### src/rtl/stopwatch_pkg.sv
// Shared types and constants for the mm:ss stopwatch sequencer.
package stopwatch_pkg;

  // Mode FSM states
  typedef enum logic [1:0] {
    RUN    = 2'd0,
    PAUSED = 2'd1,
    ADJUST = 2'd2
  } state_e;

  // First anode lit out of reset (active low)
  localparam logic [3:0] AN_RESET     = 4'b1110;

  // BCD limits; minutes and seconds share the same 00..59 range
  localparam logic [3:0] SEC_TENS_MAX = 4'd5;
  localparam logic [3:0] ONES_MAX     = 4'd9;

  // Two-digit BCD field (tens:ones)
  typedef struct packed {
    logic [3:0] tens;
    logic [3:0] ones;
  } bcd2_t;

  localparam bcd2_t BCD2_ZERO = '0;

  // True when the field reads 59 and the next increment wraps
  function automatic logic bcd2_at_max(input bcd2_t v);
    return (v.tens == SEC_TENS_MAX) && (v.ones == ONES_MAX);
  endfunction

  // 00..59 BCD increment with wrap to 00
  function automatic bcd2_t bcd2_inc(input bcd2_t v);
    bcd2_t r;
    r = v;
    if (v.ones == ONES_MAX) begin
      r.ones = 4'd0;
      r.tens = (v.tens == SEC_TENS_MAX) ? 4'd0 : v.tens + 4'd1;
    end else begin
      r.ones = v.ones + 4'd1;
    end
    return r;
  endfunction

endpackage

### src/rtl/stopwatch_ctrl_btn_debounce.sv
// Button conditioner: 2-FF synchronizer, stability counter and a
// one-cycle pulse on each accepted press (0->1 of the stable level).
module btn_debounce #(
  parameter int DEBOUNCE_CYC = 1_000_000
) (
  input  logic clk,
  input  logic rst,
  input  logic btn_i,
  output logic pulse_o
);

  localparam int            CW       = $clog2(DEBOUNCE_CYC + 1);
  localparam logic [CW-1:0] CNT_LAST = CW'(DEBOUNCE_CYC - 1);

  logic [1:0]    sync_q;
  logic          smp;
  logic          stable_q, stable_d;
  logic [CW-1:0] cnt_q, cnt_d;
  logic          pulse_q, pulse_d;

  assign smp = sync_q[1];

  // Count consecutive samples that disagree with the stable level; the
  // DEBOUNCE_CYC-th one in a row flips the level. Any agreeing sample
  // restarts the count, so bounces never accumulate.
  always_comb begin
    stable_d = stable_q;
    cnt_d    = '0;
    pulse_d  = 1'b0;
    if (smp != stable_q) begin
      if (cnt_q == CNT_LAST) begin
        stable_d = smp;
        pulse_d  = smp;
      end else begin
        cnt_d = cnt_q + CW'(1);
      end
    end
  end

  // Synchronizer and debounce state
  always_ff @(posedge clk or posedge rst) begin
    if (rst) begin
      sync_q   <= 2'b00;
      stable_q <= 1'b0;
      cnt_q    <= '0;
      pulse_q  <= 1'b0;
    end else begin
      sync_q   <= {sync_q[0], btn_i};
      stable_q <= stable_d;
      cnt_q    <= cnt_d;
      pulse_q  <= pulse_d;
    end
  end

  assign pulse_o = pulse_q;

endmodule

### src/rtl/stopwatch_ctrl.sv
// mm:ss stopwatch sequencer: button conditioning, RUN/PAUSED/ADJUST mode
// FSM, BCD minute/second counters, anode scan and adjust blink phase.
module stopwatch_ctrl
  import stopwatch_pkg::*;
#(
  parameter int CLK_HZ       = 100_000_000,
  parameter int DEBOUNCE_CYC = 1_000_000,
  parameter int ADJ_HZ       = 2,
  parameter int SCAN_HZ      = 500
) (
  input  logic       clk,
  input  logic       rst,
  input  logic       btn_pause,
  input  logic       btn_reset,
  input  logic       sw_adj,
  input  logic       sw_sel,
  output logic [3:0] an,
  output logic [3:0] sec_ones,
  output logic [3:0] sec_tens,
  output logic [3:0] min_ones,
  output logic [3:0] min_tens,
  output logic       adj,
  output logic       sel,
  output logic       blink
);

  localparam int ADJ_DIV  = CLK_HZ / ADJ_HZ;
  localparam int SCAN_DIV = CLK_HZ / SCAN_HZ;
  localparam int P1_W     = $clog2(CLK_HZ + 1);
  localparam int ADJ_W    = $clog2(ADJ_DIV + 1);
  localparam int SCAN_W   = $clog2(SCAN_DIV + 1);

  localparam logic [P1_W-1:0]   P1_LAST   = P1_W'(CLK_HZ - 1);
  localparam logic [ADJ_W-1:0]  ADJ_LAST  = ADJ_W'(ADJ_DIV - 1);
  localparam logic [SCAN_W-1:0] SCAN_LAST = SCAN_W'(SCAN_DIV - 1);

  // ---------------------------------------------------------------------
  // Input conditioning
  // ---------------------------------------------------------------------
  logic       pause_pulse;
  logic       clr_pulse;
  logic [1:0] adj_sync_q;
  logic [1:0] sel_sync_q;
  logic       adj_s;

  btn_debounce #(.DEBOUNCE_CYC(DEBOUNCE_CYC)) u_pause_db (
    .clk     (clk),
    .rst     (rst),
    .btn_i   (btn_pause),
    .pulse_o (pause_pulse)
  );

  btn_debounce #(.DEBOUNCE_CYC(DEBOUNCE_CYC)) u_reset_db (
    .clk     (clk),
    .rst     (rst),
    .btn_i   (btn_reset),
    .pulse_o (clr_pulse)
  );

  // Switches are level controls; synchronize only, no debounce
  always_ff @(posedge clk or posedge rst) begin
    if (rst) begin
      adj_sync_q <= 2'b00;
      sel_sync_q <= 2'b00;
    end else begin
      adj_sync_q <= {adj_sync_q[0], sw_adj};
      sel_sync_q <= {sel_sync_q[0], sw_sel};
    end
  end

  assign adj_s = adj_sync_q[1];
  assign sel   = sel_sync_q[1];

  // ---------------------------------------------------------------------
  // Tick generation
  // ---------------------------------------------------------------------
  state_e              state_q;
  state_e              ret_q;
  logic                adj_q;
  logic                blink_q;
  logic [P1_W-1:0]     p1_q, p1_d;
  logic [ADJ_W-1:0]    adj_cnt_q, adj_cnt_d;
  logic [SCAN_W-1:0]   scan_cnt_q, scan_cnt_d;
  logic                tick_1hz;
  logic                tick_adj;
  logic                tick_scan;

  // The 1 Hz tick only exists in RUN; the prescaler is frozen elsewhere
  assign tick_1hz  = (state_q == RUN) && (p1_q == P1_LAST);
  assign tick_adj  = (adj_cnt_q == ADJ_LAST);
  assign tick_scan = (scan_cnt_q == SCAN_LAST);

  // 1 Hz prescaler: counts in RUN, holds in PAUSED (resume mid-period),
  // pinned at 0 in ADJUST so leaving ADJUST starts a full second.
  always_comb begin
    p1_d = p1_q;
    if (clr_pulse || state_q == ADJUST) begin
      p1_d = '0;
    end else if (state_q == RUN) begin
      p1_d = tick_1hz ? '0 : p1_q + P1_W'(1);
    end
  end

  // Free-running dividers for adjust rate and anode scan
  always_comb begin
    adj_cnt_d  = tick_adj  ? '0 : adj_cnt_q  + ADJ_W'(1);
    scan_cnt_d = tick_scan ? '0 : scan_cnt_q + SCAN_W'(1);
  end

  // Prescaler and divider registers
  always_ff @(posedge clk or posedge rst) begin
    if (rst) begin
      p1_q       <= '0;
      adj_cnt_q  <= '0;
      scan_cnt_q <= '0;
    end else begin
      p1_q       <= p1_d;
      adj_cnt_q  <= adj_cnt_d;
      scan_cnt_q <= scan_cnt_d;
    end
  end

  // ---------------------------------------------------------------------
  // Mode FSM with registered adj/blink. sw_adj is checked before the
  // pause pulse so a coincident pause is dropped and ret_q keeps the
  // state as it was before that pause.
  // ---------------------------------------------------------------------
  always_ff @(posedge clk or posedge rst) begin
    if (rst) begin
      state_q <= RUN;
      ret_q   <= RUN;
      adj_q   <= 1'b0;
      blink_q <= 1'b0;
    end else begin
      case (state_q)
        RUN: begin
          if (adj_s) begin
            state_q <= ADJUST;
            ret_q   <= RUN;
            adj_q   <= 1'b1;
          end else if (pause_pulse) begin
            state_q <= PAUSED;
          end
        end
        PAUSED: begin
          if (adj_s) begin
            state_q <= ADJUST;
            ret_q   <= PAUSED;
            adj_q   <= 1'b1;
          end else if (pause_pulse) begin
            state_q <= RUN;
          end
        end
        ADJUST: begin
          if (!adj_s) begin
            state_q <= ret_q;
            adj_q   <= 1'b0;
            blink_q <= 1'b0;
          end else if (tick_adj) begin
            blink_q <= ~blink_q;
          end
        end
        default: begin
          state_q <= RUN;
          adj_q   <= 1'b0;
          blink_q <= 1'b0;
        end
      endcase
    end
  end

  // ---------------------------------------------------------------------
  // BCD time counters
  // ---------------------------------------------------------------------
  bcd2_t sec_q, sec_d;
  bcd2_t min_q, min_d;

  // Clear pulse beats any tick. RUN carries seconds into minutes; ADJUST
  // bumps only the selected field, with no carry between fields.
  always_comb begin
    sec_d = sec_q;
    min_d = min_q;
    if (clr_pulse) begin
      sec_d = BCD2_ZERO;
      min_d = BCD2_ZERO;
    end else if (tick_1hz) begin
      sec_d = bcd2_inc(sec_q);
      if (bcd2_at_max(sec_q)) min_d = bcd2_inc(min_q);
    end else if (state_q == ADJUST && tick_adj) begin
      if (sel) sec_d = bcd2_inc(sec_q);
      else     min_d = bcd2_inc(min_q);
    end
  end

  // Digit registers
  always_ff @(posedge clk or posedge rst) begin
    if (rst) begin
      sec_q <= BCD2_ZERO;
      min_q <= BCD2_ZERO;
    end else begin
      sec_q <= sec_d;
      min_q <= min_d;
    end
  end

  // ---------------------------------------------------------------------
  // Anode scan: rotate the single low bit toward the MSB
  // ---------------------------------------------------------------------
  logic [3:0] an_q;

  always_ff @(posedge clk or posedge rst) begin
    if (rst)            an_q <= AN_RESET;
    else if (tick_scan) an_q <= {an_q[2:0], an_q[3]};
  end

  assign an       = an_q;
  assign sec_ones = sec_q.ones;
  assign sec_tens = sec_q.tens;
  assign min_ones = min_q.ones;
  assign min_tens = min_q.tens;
  assign adj      = adj_q;
  assign blink    = blink_q;

endmodule

### config.mk
export PLATFORM = sky130hd
export DESIGN_NAME = stopwatch_ctrl
export DESIGN_NICKNAME = d
export VERILOG_FILES = /design/src/rtl/stopwatch_pkg.sv /design/src/rtl/stopwatch_ctrl_btn_debounce.sv /design/src/rtl/stopwatch_ctrl.sv
export SDC_FILE = /design/constraint.sdc
export NUM_CORES = 1
export LEC_CHECK = 0
export ABC_AREA = 0
export BUFFER_PORTS_ARGS = -buffer_cell sky130_fd_sc_hd__buf_4
export CORE_MARGIN = 1
export CORE_UTILIZATION = 50
export CTS_CLUSTER_DIAMETER = 200
export DETAILED_ROUTE_END_ITERATION = 10
export PLACE_DENSITY = 0.75
export REMOVE_ABC_BUFFERS = 1
export SLEW_MARGIN = 40
export SYNTH_ARGS = -nofsm -noshare
export SYNTH_HDL_FRONTEND = slang
export SYNTH_HIERARCHICAL = 1
export SYNTH_SLANG_ARGS = --single-unit
### constraint.sdc
create_clock -name clk -period 3.85 [get_ports clk]
set_input_delay 0.1925 -clock clk [delete_from_list [all_inputs] [get_ports clk]]
set_output_delay 0.1925 -clock clk [all_outputs]
set_load 0.005 [all_outputs]
After elaboration in Yosys (flattened, before gate mapping) --
Index checks and enable logic that the tools add are counted.
Cells by class: $add $sub $neg 9, $mul 0, divide/modulo/power cells 0, $lt $le $gt $ge 0, equality and inequality tests 22, shift operators 0, multiplexer cells 43, bitwise operators 2, reduce and logical (&&, ||, !) cells 18
Operator list (number):
- two-way mux 27 bit | 3
- two-way mux 20 bit | 4
- two-way mux 8 bit | 9
- adder 20 x 1 -> 20 bit, second input constant | 2
- == test 20 bit, second input constant | 2
- adder 27 x 1 -> 27 bit, second input constant | 1
- == test 27 bit, second input constant | 1
- adder 26 x 1 -> 26 bit, second input constant | 1
- == test 26 bit, second input constant | 1
- two-way mux 26 bit | 1
- two-way mux 4 bit | 6
- adder 18 x 1 -> 18 bit, second input constant | 1
- == test 18 bit, second input constant | 1
- two-way mux 18 bit | 1
- adder 4 x 1 -> 4 bit, second input constant | 4
- two-way mux 2 bit | 7
- AND reduction 2 bit | 5
- AND reduction 3 bit | 3
- == test 4 x 3 -> 1 bit, second input constant | 2
- == test 4 bit, second input constant | 2
- two-way mux 1 bit | 8
- inequality test 2 bit, second input constant | 3
- inequality test 3 x 1 -> 1 bit, second input constant | 2
- inequality test 3 x 2 -> 1 bit, second input constant | 2
- 15 further kinds | 22
Word-level totals: register bits after elaboration 149, latch bits 0, memory bits (writable) 0, ROM bits 0, input port bits 6, output and inout port bits 23, word-level logic and storage cells 116, memories 0

Logic depth before layout (Yosys ltp) --
word-level depth 7, gate-level depth with buffers 9, mapped depth without buffers 8

By module --
Netlist, hierarchy kept.
By module, submodules not included:
- stopwatch_ctrl | instances 1, cells each 503, area an instance 4983.5 µm², sequential area each 2506.2 µm²
- btn_debounce | instances 2, cells each 108, area an instance 1188.6 µm², sequential area each 600.6 µm²

Worst setup path before layout --
OpenSTA, ideal clock, no wires.
path type register to register, start point reg adj_cnt_q[10], end point reg sec_q (netlist bit sec_tens[2]), setup time 0.078 ns, arrival time 2.188 ns, data required time 3.772 ns, slack 1.585 ns, stages on the path, launching flop included 8, buffers on the path 1, period minus slack after synthesis 2.265 ns, path through dfrtp_1 or4b_1 nor4b_2 and4_1 buf_6 a31oi_4 or4b_1 a21oi_1
On the way: word-level cells in the longest chain between the ends 4
RTL lines:
- from (decl) | RTL line stopwatch_ctrl.sv:82 | logic [ADJ_W-1:0] adj_cnt_q, adj_cnt_d;
- from (signal assigned) | RTL line stopwatch_ctrl.sv:118 | adj_cnt_q <= adj_cnt_d;
- == test 26 bit | RTL line stopwatch_ctrl.sv:90 | assign tick_adj = (adj_cnt_q == ADJ_LAST);
- logical AND 1 bit | RTL line stopwatch_ctrl.sv:189 | end else if (state_q == ADJUST && tick_adj) begin
- nonzero test 3 bit (no source line)
- AND reduction 2 bit (no source line)
- to (signal assigned) | RTL line stopwatch_ctrl.sv:198 | sec_q <= BCD2_ZERO;
- to (signal assigned) | RTL line stopwatch_ctrl.sv:201 | sec_q <= sec_d;
- to (decl) | RTL line stopwatch_ctrl.sv:175 | bcd2_t sec_q, sec_d;
No other way between the ends. A chain may end at the register's enable or synchronous reset.

Final worst setup path --
start point reg state_q[1], end point reg sec_q (netlist bit sec_tens[3])
On the way: word-level cells in the longest chain between the ends 4, elaborated cells between the ends (all ways) 9, classes of those cells eq/ne: 1; mux: 2; reduce/logical: 6
RTL lines:
- from (decl) | RTL line stopwatch_ctrl.sv:77 | state_e state_q;
- from (signal assigned) | RTL line stopwatch_ctrl.sv:156 | state_q <= ret_q;
- == test 2 bit or logical NOT 2 bit (tied branches) | RTL line stopwatch_ctrl.sv:189, stopwatch_ctrl.sv:89
- logical AND 1 bit (on tied branches) | RTL line stopwatch_ctrl.sv:189, stopwatch_ctrl.sv:89
- nonzero test 3 bit (no source line) or two-way mux 8 bit (tied branches)
- AND reduction 2 bit (no source line) or two-way mux 8 bit (tied branches)
Several ways; a longest one is shown, not always the timed one.

==> flow_summary.yaml <==
detailed_routing:
  vias: 5403
  vias_per_cell: 5.68
  wirelength_mm: 14.6
  drtPass1Iterations: 4
  drt_iter0_drc: 294
  drtAntennaViolNets: 0
  wl_per_cell_um: 15.3
  drc_errors: 0
logic_synthesis:
  async_flop_share: 1.00
  synth_cells: 719
  ys_warn_count: 6
  synth_edf_count: 0
  synthDistinctLibCells: 57
  synth_ff_type: "dfrtp_1"
  ys_seq_area_frac: 0.504
  synth.ff_latch_count: 148
  avgSynthCellArea_um2: 10.2
  synth_area_um2: 7360
setup_path:
  startpoint_type: "flop"
  path_class: "reg2reg"
  cp_max_fo: 11
  crit_required_ps: 4180
  setup.worst_path.end_class: "flop"
  cp_data_arrival_time_ps: 2920
final_layout:
  antenna_cells: 0
  layout_commonest_cell: "dfrtp_1"
  final_layout_size_suffix_gt1_frac: 0.134
  post-route-util: 0.598
  multiInputGateArea_um2: 3510
  fill_cells: 1147
  regArea_um2: 3710
  final_cell_mix: "145 x dfrtp_1, 109 x nor2_1, 54 x xor2_1"
  postLayoutCellArea_um2: 8430
  nets: 777
  syn_to_final_growth_pct: 14.5
clock_network:
  numCtsBuffers: 17
  clkSlewWorstSetupHoldPaths_ps: 60
  clk_latency_ps: 430
  cts_buffer_depth: 2
  cts_tree: "built"
  clock-root-buffer: "clkbuf_16"
  clock-sinks: 148
  cts.repair.resized: 0
  h-tree-depth: 4
sta:
  rsz0062_at_grt: "no"
  post-route-period-util: 0.672
  tns_ps: 0
  slew_headroom: 0.516
  final.min_clock_period_ps: 2590
  fmax_ghz: 0.386
  maxSlewViolCount: 0
  skew_ps: 11.0
  setup_viol: 0
  whs_ps: 346
  hold_violations: 0
  tightest_slew_ps: 727
die:
  std_cell_rows: 43
  core_um2: 14100
  start_util: 0.522
  dieHeight_um: 123
  io_pins: 29
  dieArea_um2: 15200
  die_w_um: 123
global_routing:
  grt_pass1_wl_mm: 25.1
  antenna_found_initial: 0
  grt_max_degree: 65
  grt_util_all_layers: 0.210
  gr-total-overflow: 0
  grt_pass1_vias: 5417
place:
  postPlaceCellArea_um2: 7750
  port_buffers: 28
  place_hpwl_mm: 9.80
  gp_congestion: 0.826
outcome:
  status: "finished clean"
pwr:
  peakVddDrop_mv: 0.337
  leakagePower_nw: 3.65
  powerDensity_nw_per_um2: 401
job:
  cap_violations: 0
worst_hold_path:
  hp-class: "reg2reg"
-- layer usage --
| metal | vias to the layer above | global-route usage | share of wire |
|---|---|---|---|
| li1 | 2601 | - | - |
| met1 | 2664 | 0.268 | 0.45 |
| met2 | 111 | 0.345 | 0.50 |
| met3 | 27 | 0.0484 | 0.034 |
| met4 | 0 | 0.0851 | 0.018 |
| met5 | - | 0 | 0 |
-- final cells by class --
cell class                 count  share of cell area
clock buffer                  19              0.0525
clock inverter                13              0.0205
inverter                      18             0.00861
multi-input combinational    535               0.417
sequential                   148               0.440
tap                          180              0.0267
timing repair buffer          38              0.0353
-- critical path: stages (launching register included) --
cell,delay [ps]
dfrtp_1,480
or4b_1,560
nor4_2,450
and2_1,290
a31oi_4,60
or3_1,400
o31ai_1,240
-- synthesized netlist by cell type, types with 2 or more instances --
master     number  area (um2)
dfrtp_1       145        3630
nor2_1        109         409
xor2_1         54         473
nand2_1        50         188
nand3_1        46         230
xnor2_1        39         342
and3_1         19         119
o21ai_0        19        95.1
a21oi_1        18        90.1
inv_1          18        67.6
nand4_1        16         100
clkbuf_1       15        56.3
ha_1           13         163
o31ai_1        13        97.6
nor3_1         12        60.1
and4_1         11        96.3
nor4_1          8        50.1
or4_1           8        60.1
nand2b_1        7        43.8
mux2_2          6        67.6
or3_1           6        37.5
and2_1          5        31.3
mux2i_1         5        50.1
nand3b_1        5        37.5
nor4_2          5        62.6
a21o_1          4        30.0
nand3_2         4        40.0
nand4_2         4        50.1
nor2b_1         4        25.0
nor3b_1         4        30.0
nor4b_1         4        35.0
dfstp_2         3        78.8
nor4bb_1        3        30.0
or2_1           3        18.8
or4b_1          3        30.0
and3b_1         2        17.5
buf_4           2        15.0
mux2_4          2        30.0
nand4bb_1       2        22.5
o22ai_1         2        12.5
o41ai_4         2        55.1
or2_2           2        12.5
or3_4           2        22.5
or4_4           2        22.5
-- logic make-up (layout without fill, tap and decap cells) --
kind of cell | count (synthesis) | after routing | share of synthesized area
AND/OR/NAND/NOR | 350 | 350 | 0.262
flip-flops | 148 | 148 | 0.504
XOR/XNOR | 93 | 93 | 0.111
AO/OA/AOI/OAI | 66 | 66 | 0.0615
buffers and inverters | 36 | 88 | 0.0204
adder cells (fa/ha/maj) | 13 | 13 | 0.0221
multiplexers | 13 | 13 | 0.0201
-- report_power, final --
group / internal [mW] / switching, mW
clock network: 1.05 / 0.668
logic: 0.0260 / 0.0532
registers: 1.57 / 0.0147
total: 2.64 / 0.736
-- flip-flops by register name, indices dropped and copies added (netlist names), 2 cells and up --
signal             count
u_pause_db/cnt_q      20
scan_cnt_q            18
adj_sync_q             2
p1_q                  27
adj_cnt_q             26
sel_sync_q             2
min_ones               4
u_reset_db/cnt_q      20
u_reset_db/sync_q      2
an                     4
sec_tens               4
min_tens               4
u_pause_db/sync_q      2
state_q                2
sec_ones               4
-- what timing repair did --
item                                   in CTS  in global routing
hold buffers                                5                  0
buffers inserted                            0                  0
setup endpoints to repair                   0                  0
endpoints found under the hold margin     112                  0
-- final timing paths --
path | from | to | slack, ps | depth (start not counted)
max in group asynchronous | rst | adj_cnt_q[15]$_DFF_PP0_ | 2530 | 4
max reg2reg | state_q[1]$_DFFE_PP0P_ | sec_tens[3]$_DFFE_PP0P_ | 1260 | 6
min reg2reg | u_reset_db/sync_q[0]$_DFF_PP0_ | u_reset_db/sync_q[1]$_DFF_PP0_ | 350 | 0
max | state_q[1]$_DFFE_PP0P_ | sec_tens[3]$_DFFE_PP0P_ | 1260 | 6
min in group asynchronous | rst | u_reset_db/cnt_q[19]$_DFF_PP0_ | 390 | 3
min | u_reset_db/sync_q[0]$_DFF_PP0_ | u_reset_db/sync_q[1]$_DFF_PP0_ | 350 | 0
-- per-stage QoR --
step	cells	power, mW	setup slack [ps]
floorplan	701	1.66	1040
global placement	911	1.68	1340
detailed placement	914	1.69	1230
CTS	951	3.41	1210
global route	951	3.49	1140
finish	951	3.38	1260
No activity file was read; power rests on OpenSTA's default activity.
